File: src/rtl/key_debounce_pkg.sv
// Shared types and 50 MHz default constants for the push-button debouncer.
package key_debounce_pkg;

    typedef enum logic [1:0] {
        IDLE   = 2'd0,
        DELAY  = 2'd1,
        REPEAT = 2'd2
    } rpt_state_e;

    localparam int unsigned DEBOUNCE_20MS = 32'd1000000;
    localparam int unsigned REPEAT_500MS  = 32'd25000000;
    localparam int unsigned REPEAT_100MS  = 32'd5000000;

    function automatic int unsigned max_u(input int unsigned a, input int unsigned b);
        return (a > b) ? a : b;
    endfunction

endpackage

File: src/rtl/key_debounce_if.sv
// Raw key inputs and conditioned key outputs between the buttons and the consumer stage.
interface key_debounce_if #(
    parameter int unsigned N_KEYS = 4
);
    logic [N_KEYS-1:0] KEY;
    logic [N_KEYS-1:0] key_level;
    logic [N_KEYS-1:0] key_press;
    logic [N_KEYS-1:0] key_release;

    modport master (output KEY, input key_level, key_press, key_release);
    modport slave  (input KEY, output key_level, key_press, key_release);
endinterface

File: src/rtl/key_debounce_ch.sv
// One key channel: 2-flop sync, stability counter, level/pulse outputs.
// Auto-repeat FSM is compiled in when KEY_DEBOUNCE_AUTOREPEAT_EN is defined.
module key_debounce_ch
    import key_debounce_pkg::*;
#(
    parameter int unsigned DEBOUNCE_CYCLES = DEBOUNCE_20MS,
    parameter int unsigned REPEAT_DELAY    = REPEAT_500MS,
    parameter int unsigned REPEAT_PERIOD   = REPEAT_100MS
) (
    input  logic clk,
    input  logic rst,
    input  logic key_n,
    output logic level,
    output logic press,
    output logic rel
);
    localparam int unsigned CNT_W = $clog2(DEBOUNCE_CYCLES);
    localparam logic [CNT_W-1:0] CNT_TC = CNT_W'(DEBOUNCE_CYCLES - 1);

    logic [1:0]       sync_q;
    logic             sync;
    logic             acc_q;
    logic [CNT_W-1:0] cnt_q;
    logic             press_c;
    logic             rel_c;
    logic             rep_fire_c;

    assign sync = sync_q[1];

    // Metastability sync; reset to the released (high) level.
    always_ff @(posedge clk or posedge rst) begin
        if (rst) sync_q <= 2'b11;
        else     sync_q <= {sync_q[0], key_n};
    end

    // Accepted raw state flips only after DEBOUNCE_CYCLES consecutive differing samples.
    always_ff @(posedge clk or posedge rst) begin
        if (rst) begin
            acc_q <= 1'b1;
            cnt_q <= '0;
        end else if (sync == acc_q) begin
            cnt_q <= '0;
        end else if (cnt_q == CNT_TC) begin
            acc_q <= sync;
            cnt_q <= '0;
        end else begin
            cnt_q <= cnt_q + CNT_W'(1);
        end
    end

    // Edges between the accepted state and the displayed level.
    assign press_c = ~acc_q & ~level;
    assign rel_c   =  acc_q &  level;

    always_ff @(posedge clk or posedge rst) begin
        if (rst) begin
            level <= 1'b0;
            press <= 1'b0;
            rel   <= 1'b0;
        end else begin
            level <= ~acc_q;
            press <= press_c | rep_fire_c;
            rel   <= rel_c;
        end
    end

`ifdef KEY_DEBOUNCE_AUTOREPEAT_EN
    localparam int unsigned RPT_W = $clog2(max_u(REPEAT_DELAY, REPEAT_PERIOD));
    localparam logic [RPT_W-1:0] DELAY_TC  = RPT_W'(REPEAT_DELAY - 1);
    localparam logic [RPT_W-1:0] PERIOD_TC = RPT_W'(REPEAT_PERIOD - 1);

    rpt_state_e       state_q, state_d;
    logic [RPT_W-1:0] rcnt_q, rcnt_d;

    always_ff @(posedge clk or posedge rst) begin
        if (rst) begin
            state_q <= IDLE;
            rcnt_q  <= '0;
        end else begin
            state_q <= state_d;
            rcnt_q  <= rcnt_d;
        end
    end

    // Release wins over any pending repeat in the same cycle.
    always_comb begin
        state_d    = state_q;
        rcnt_d     = rcnt_q;
        rep_fire_c = 1'b0;
        if (rel_c) begin
            state_d = IDLE;
            rcnt_d  = '0;
        end else begin
            case (state_q)
                IDLE: begin
                    if (press_c) begin
                        state_d = DELAY;
                        rcnt_d  = '0;
                    end
                end
                DELAY: begin
                    if (rcnt_q == DELAY_TC) begin
                        rep_fire_c = 1'b1;
                        state_d    = REPEAT;
                        rcnt_d     = '0;
                    end else begin
                        rcnt_d = rcnt_q + RPT_W'(1);
                    end
                end
                REPEAT: begin
                    if (rcnt_q == PERIOD_TC) begin
                        rep_fire_c = 1'b1;
                        rcnt_d     = '0;
                    end else begin
                        rcnt_d = rcnt_q + RPT_W'(1);
                    end
                end
                default: begin
                    state_d = IDLE;
                    rcnt_d  = '0;
                end
            endcase
        end
    end
`else
    logic unused_cfg;
    assign unused_cfg = ^{REPEAT_DELAY, REPEAT_PERIOD};
    assign rep_fire_c = 1'b0;
`endif

endmodule

File: src/rtl/key_debounce.sv
// N_KEYS independent debounce channels for the DE1-SoC push-buttons.
// Define KEY_DEBOUNCE_AUTOREPEAT_EN to add auto-repeat pulses on key_press.
module key_debounce
    import key_debounce_pkg::*;
#(
    parameter int unsigned N_KEYS          = 4,
    parameter int unsigned DEBOUNCE_CYCLES = DEBOUNCE_20MS,
    parameter int unsigned REPEAT_DELAY    = REPEAT_500MS,
    parameter int unsigned REPEAT_PERIOD   = REPEAT_100MS
) (
    input  logic          CLOCK_50,
    input  logic          RESET,
    key_debounce_if.slave bus
);
    logic [N_KEYS-1:0] level_v;
    logic [N_KEYS-1:0] press_v;
    logic [N_KEYS-1:0] rel_v;

    for (genvar i = 0; i < N_KEYS; i++) begin : g_ch
        key_debounce_ch #(
            .DEBOUNCE_CYCLES (DEBOUNCE_CYCLES),
            .REPEAT_DELAY    (REPEAT_DELAY),
            .REPEAT_PERIOD   (REPEAT_PERIOD)
        ) u_ch (
            .clk   (CLOCK_50),
            .rst   (RESET),
            .key_n (bus.KEY[i]),
            .level (level_v[i]),
            .press (press_v[i]),
            .rel   (rel_v[i])
        );
    end

    assign bus.key_level   = level_v;
    assign bus.key_press   = press_v;
    assign bus.key_release = rel_v;

endmodule

File: src/flat_wrapper.sv
// flat-port wrapper written by rule: the top's interface ports become plain ports
module key_debounce_flat import key_debounce_pkg::*;
#(
    parameter int unsigned N_KEYS          = 4,
    parameter int unsigned DEBOUNCE_CYCLES = DEBOUNCE_20MS,
    parameter int unsigned REPEAT_DELAY    = REPEAT_500MS,
    parameter int unsigned REPEAT_PERIOD   = REPEAT_100MS
)
  (CLOCK_50, RESET, bus_KEY, bus_key_level, bus_key_press, bus_key_release);
  key_debounce_if #(.N_KEYS(N_KEYS)) bus_i ();
  input  logic CLOCK_50;
  input  logic RESET;
  input wire logic [$bits(bus_i.KEY)-1:0] bus_KEY;
  output wire logic [$bits(bus_i.key_level)-1:0] bus_key_level;
  output wire logic [$bits(bus_i.key_press)-1:0] bus_key_press;
  output wire logic [$bits(bus_i.key_release)-1:0] bus_key_release;
  assign bus_i.KEY = bus_KEY;
  assign bus_key_level = bus_i.key_level;
  assign bus_key_press = bus_i.key_press;
  assign bus_key_release = bus_i.key_release;
  key_debounce #(.N_KEYS(N_KEYS), .DEBOUNCE_CYCLES(DEBOUNCE_CYCLES), .REPEAT_DELAY(REPEAT_DELAY), .REPEAT_PERIOD(REPEAT_PERIOD)) u_core (.CLOCK_50(CLOCK_50), .RESET(RESET), .bus(bus_i));
endmodule
File: config.mk
export PLATFORM = sky130hd
export DESIGN_NAME = key_debounce_flat
export DESIGN_NICKNAME = d
export VERILOG_FILES = /design/src/rtl/key_debounce_pkg.sv /design/src/rtl/key_debounce_if.sv /design/src/rtl/key_debounce_ch.sv /design/src/rtl/key_debounce.sv /design/src/flat_wrapper.sv
export SDC_FILE = /design/constraint.sdc
export NUM_CORES = 1
export LEC_CHECK = 0
export BUFFER_PORTS_ARGS = -buffer_cell sky130_fd_sc_hd__clkbuf_2
export CAP_MARGIN = 20
export CORE_MARGIN = 2
export CORE_UTILIZATION = 26
export DETAILED_ROUTE_END_ITERATION = 16
export GPL_TIMING_DRIVEN = 0
export PLACE_DENSITY_LB_ADDON = 0.25
export SETUP_SLACK_MARGIN = 0.02
export SYNTH_ARGS = -nofsm -noshare
export SYNTH_HDL_FRONTEND = slang
export SYNTH_HIERARCHICAL = 1
export SYNTH_SLANG_ARGS = --single-unit
File: constraint.sdc
create_clock -name CLOCK_50 -period 2.1 [get_ports CLOCK_50]
set_input_delay 0.21 -clock CLOCK_50 [delete_from_list [all_inputs] [get_ports CLOCK_50]]
set_output_delay 0.21 -clock CLOCK_50 [all_outputs]
set_load 0.02 [all_outputs]
### After elaboration in Yosys (flattened, before gate mapping)

Cells that the tools add are included.

* bits in registers: 104
* bits in latches: 0
* RAM bits: 0
* bits in read-only memories: 0
* word-level logic and storage cells: 68
* memories: 0

* add/sub/neg operators: 4
* multipliers: 0
* div/mod/pow operators: 0
* order comparisons: 0
* equal/unequal tests: 8
* shifts and indexed selects: 0
* muxes and demuxes: 8
* bitwise operators: 20
* reductions and logical operators: 4

Operator list (number)
* $mux W20: 8
* $add A20 B1 Y20 const B: 4
* $eq A20 B20 Y1 const B: 4
* $not A1 Y1: 12
* $and A1 B1 Y1: 8
* $reduce_and A2 Y1: 4
* $eq A1 B1 Y1: 4

### Longest topological paths before layout

* depth after elaboration: 3
* mapped depth: 6
* gate-level depth less buffers: 4

### Cells and area by module

Netlist, hierarchy kept.

Modules (own cells, without submodules)
* key_debounce_ch: times used 4, cells an instance 115, area each 1238.7 sq um

### Worst setup path after synthesis

Ideal clock, no wire load.

* path type: register -> register
* start: reg u_core.g_ch[0].u_ch.cnt_q[6]
* end: reg u_core.g_ch[0].u_ch.cnt_q[10]
* library setup time: 118 ps
* arrival: 1422 ps
* data required time: 1982 ps
* setup slack: 559 ps
* stages on the path, launching flop included: 6
* cell sequence: dfrtp_1 nor4b_1 nand2_1 o31ai_4 buf_6 nor2_1

* longest elaborated chain between the ends: 3
* elaborated cells between the ends (all ways): 4

Ends and longest elaborated chain
* start: declaration: line key_debounce_ch.sv:23 `logic [CNT_W-1:0] cnt_q;`
* start signal: assignment: line key_debounce_ch.sv:47 `cnt_q <= cnt_q + CNT_W'(1);`
* $add A20 B1 Y20 or $eq A20 B20 Y1 (tied branches): line key_debounce_ch.sv:47, key_debounce_ch.sv:43
* $mux W20 (*): line key_debounce_ch.sv:43 `end else if (cnt_q == CNT_TC) begin`
* $mux W20 (*): line key_debounce_ch.sv:41 `end else if (sync == acc_q) begin`

Every way passes the cells marked *; elsewhere a longest branch is shown, timed or not.
A chain may end at the register's enable or synchronous reset.

### Worst setup path after layout

* start: reg u_core.g_ch[2].u_ch.cnt_q[6]
* end: reg u_core.g_ch[2].u_ch.cnt_q[9]

* longest elaborated chain between the ends: 3
* elaborated cells between the ends (all ways): 4

Ends and longest elaborated chain (line)
* start: declaration: key_debounce_ch.sv:23
* start signal: assignment: key_debounce_ch.sv:47
* $add A20 B1 Y20 or $eq A20 B20 Y1 (tied branches): key_debounce_ch.sv:47, key_debounce_ch.sv:43
* $mux W20 (*): key_debounce_ch.sv:43
* $mux W20 (*): key_debounce_ch.sv:41

Marked as above.

==> impl_metrics.json <==
{
  "synth_xor_area_frac": 0.106,
  "hold_violations": 0,
  "cts_inserted_buffers": 9,
  "report.final.slew_viol_count": 0,
  "synth_top_family_by_area": "simple AND/OR/NAND/NOR gates",
  "met1_usage": 0.126,
  "synth_top_area_share": 0.465,
  "grt_pass1_vias": 3368,
  "clock-sinks": 104,
  "final_cell_mix": "dfrtp_1, nor2_1, xor2_1",
  "timing.slew.headroom": 0.645,
  "fp.dieArea_mm2": 0.0202,
  "setup_viol": 0,
  "cts_tree": "built",
  "r2r_cells": 5,
  "drcViolationCount": 0,
  "max_cap_viol_count": 0,
  "fillCellCount": 1883,
  "required_ps": 2340,
  "syn_inst": 460,
  "die_h_um": 142,
  "synth-simple-area-share": 0.245,
  "peakVddDrop_uv": 344,
  "multi_input_area_mm2": 0.00211,
  "synth-seq-area-share": 0.528,
  "cts-root-buf": "clkbuf_16",
  "cts_max_level": 3,
  "wire_per_inst_um": 12.8,
  "synth_edf_count": 0,
  "yosysUniqueCellTypes": 28,
  "wirelength_mm": 9.40,
  "seqCellArea_mm2": 0.00262,
  "totalNegativeSetupSlack_ps": 0,
  "core_mm2": 0.0187,
  "worstSetupPathType": "reg -> reg",
  "diodes": 0,
  "post-cts-setup-buffer-count": 0,
  "period_minus_slack_ps": 1840,
  "firstDrtPassIters": 4,
  "tightest_slew_ps": 531,
  "muxShareOfSynthArea": 0.00909,
  "grt_pass1_wl_mm": 16.1,
  "synthAdderAreaFrac": 0.0101,
  "synth.area.top_cells": "dfrtp_1, xor2_1, dfstp_2",
  "met2_usage": 0.159,
  "grt_start_max_net_pins": 27,
  "antenna_found_initial": 0,
  "outcome": "completed",
  "power_density_mw_per_mm2": 673,
  "synth_area_leader_cell": "dfrtp_1",
  "synth_top_flop_cell": "dfrtp_1",
  "die_x_um": 142,
  "syn2layout_area_growth_pct": 16.5,
  "finClkSkew_ps": 9.07,
  "dr.first_iter.drc_count": 228,
  "worst-path-max-fanout": 10,
  "postRouteAntennaNets": 0,
  "grt_usage": 0.101,
  "synth_compound_area_frac": 0.0556,
  "ctsResizeCount": 0,
  "rsz0062_at_grt": "no",
  "vias_per_cell": 4.62,
  "power_uw": 3890,
  "place_congestion": 0.720,
  "clockBufferDepth": 2,
  "grt.busiest_layer": "met2",
  "grt_use_met3": 0.0380,
  "synthArstFlopShare": 1.00,
  "io_buffers": 17,
  "final_common_cell": "dfrtp_1",
  "initial_utilization": 0.265,
  "via_count": 3402,
  "postCtsHoldBufs": 4,
  "rows": 50,
  "hold_class": "reg -> reg",
  "fin_crit_sh": 0.876,
  "syn_avg_cell_area_um2": 10.8,
  "ioPinCount": 18,
  "hpwl_mm": 6.19,
  "holdPathStages": 0,
  "clk_pin_slew_ps": 70,
  "ys_ff_latch": 104,
  "fmax_ghz": 0.544,
  "grt.overflow.total": 0,
  "cp_data_arrival_time_ps": 2080,
  "drive_gt1_frac": 0.169,
  "syn_nets": 470,
  "cp-start-kind": "flop",
  "final_nets": 507,
  "synth_area_mm2": 0.00495,
  "clock_latency_ps": 350,
  "cp-end-kind": "flop",
  "leakagePower_uw": 0.00243,
  "yosys_warnings": 6
}
final timing paths:
path | startpoint | to | slack (ps)
max in group asynchronous | RESET | u_core/g_ch[2].u_ch/sync_q[1] | 1040
worst min-delay path | u_core/g_ch[0].u_ch/sync_q[0] | u_core/g_ch[0].u_ch/sync_q[1] | 360
worst min register to register | u_core/g_ch[0].u_ch/sync_q[0] | u_core/g_ch[0].u_ch/sync_q[1] | 360
worst max register to register | u_core/g_ch[2].u_ch/cnt_q[6] | u_core/g_ch[2].u_ch/cnt_q[9] | 260
min in group asynchronous | RESET | u_core/g_ch[0].u_ch/cnt_q[5] | 380
worst max-delay path | u_core/g_ch[2].u_ch/cnt_q[6] | u_core/g_ch[2].u_ch/cnt_q[9] | 260
cell type report:
| cell class | count | area share |
|---|---|---|
| Clock inverter | 5 | 0.00694 |
| Clock buffer | 11 | 0.0438 |
| Inverter | 16 | 0.0104 |
| Multi-Input combinational cell | 320 | 0.366 |
| Sequential cell | 104 | 0.453 |
| Timing Repair Buffer | 26 | 0.0403 |
| Buffer | 20 | 0.0286 |
| Tap cell | 234 | 0.0507 |
state kept, by name, summed over array words and instances (netlist names):
signal,count
u_core/g_ch.u_ch/cnt_q,80
u_core/g_ch.u_ch/press,4
u_core/g_ch.u_ch/sync_q,8
u_core/g_ch.u_ch/acc_q,4
u_core/g_ch.u_ch/rel,4
u_core/g_ch.u_ch/level,4
logic make-up (layout without fill, tap and decap cells):
family / count (synthesis) / count (layout)
simple gates: 216 / 216
flops: 104 / 104
xor+xnor: 60 / 60
compound gates: 36 / 36
buf+inv: 36 / 78
fa+ha+maj: 4 / 4
mux: 4 / 4
synth_stat cells (all sizes together), types with 8 or more instances:
library cell and n:
nor2 64, or3 8, a21oi 16, and2 20, buf 16, and4 12
and3 8, inv 16, xor2 52, or4 12, nand3 28, xnor2 8
dfstp 12, nand2 20, o31ai 16, nand4 32, dfrtp 92
where the power goes:
part | total, uW | switching [uW] | internal (uW)
registers | 2060 | 20.9 | 2030
logic | 173 | 107 | 65.9
clock network | 1660 | 779 | 878
critical path: stages, from the launching register on:
cell and delay [ps]:
dfrtp_1 440, nor4b_1 360, nand2_1 170, o31ai_4 490, buf_6 210, nor2_1 50
through the flow:
| stage | instance area, um^2 | setup WS, ps | hold slack [ps] | instances | util |
|---|---|---|---|---|---|
| 3_3_place_gp | 5330 | 339 | 300 | 711 | 0.285 |
| 5_1_grt | 5770 | 132 | 361 | 736 | 0.309 |
| 4_1_cts | 5670 | 297 | 144 | 731 | 0.303 |
| 2_1_floorplan | 4950 | 559 | 214 | 460 | - |
| 6_report | 5770 | 261 | 357 | 736 | 0.309 |
| 3_5_place_dp | 5330 | 308 | 299 | 711 | 0.285 |
per-layer routing:
layer | routed length (um) | up-vias | share of wire
li1 | - | 1680 | -
met3 | 431 | 8 | 0.046
met1 | 4530 | 1655 | 0.48
met4 | 146 | 0 | 0.016
met5 | 0 | - | 0
met2 | 4290 | 59 | 0.46
Power figures use the tool's default switching activity.
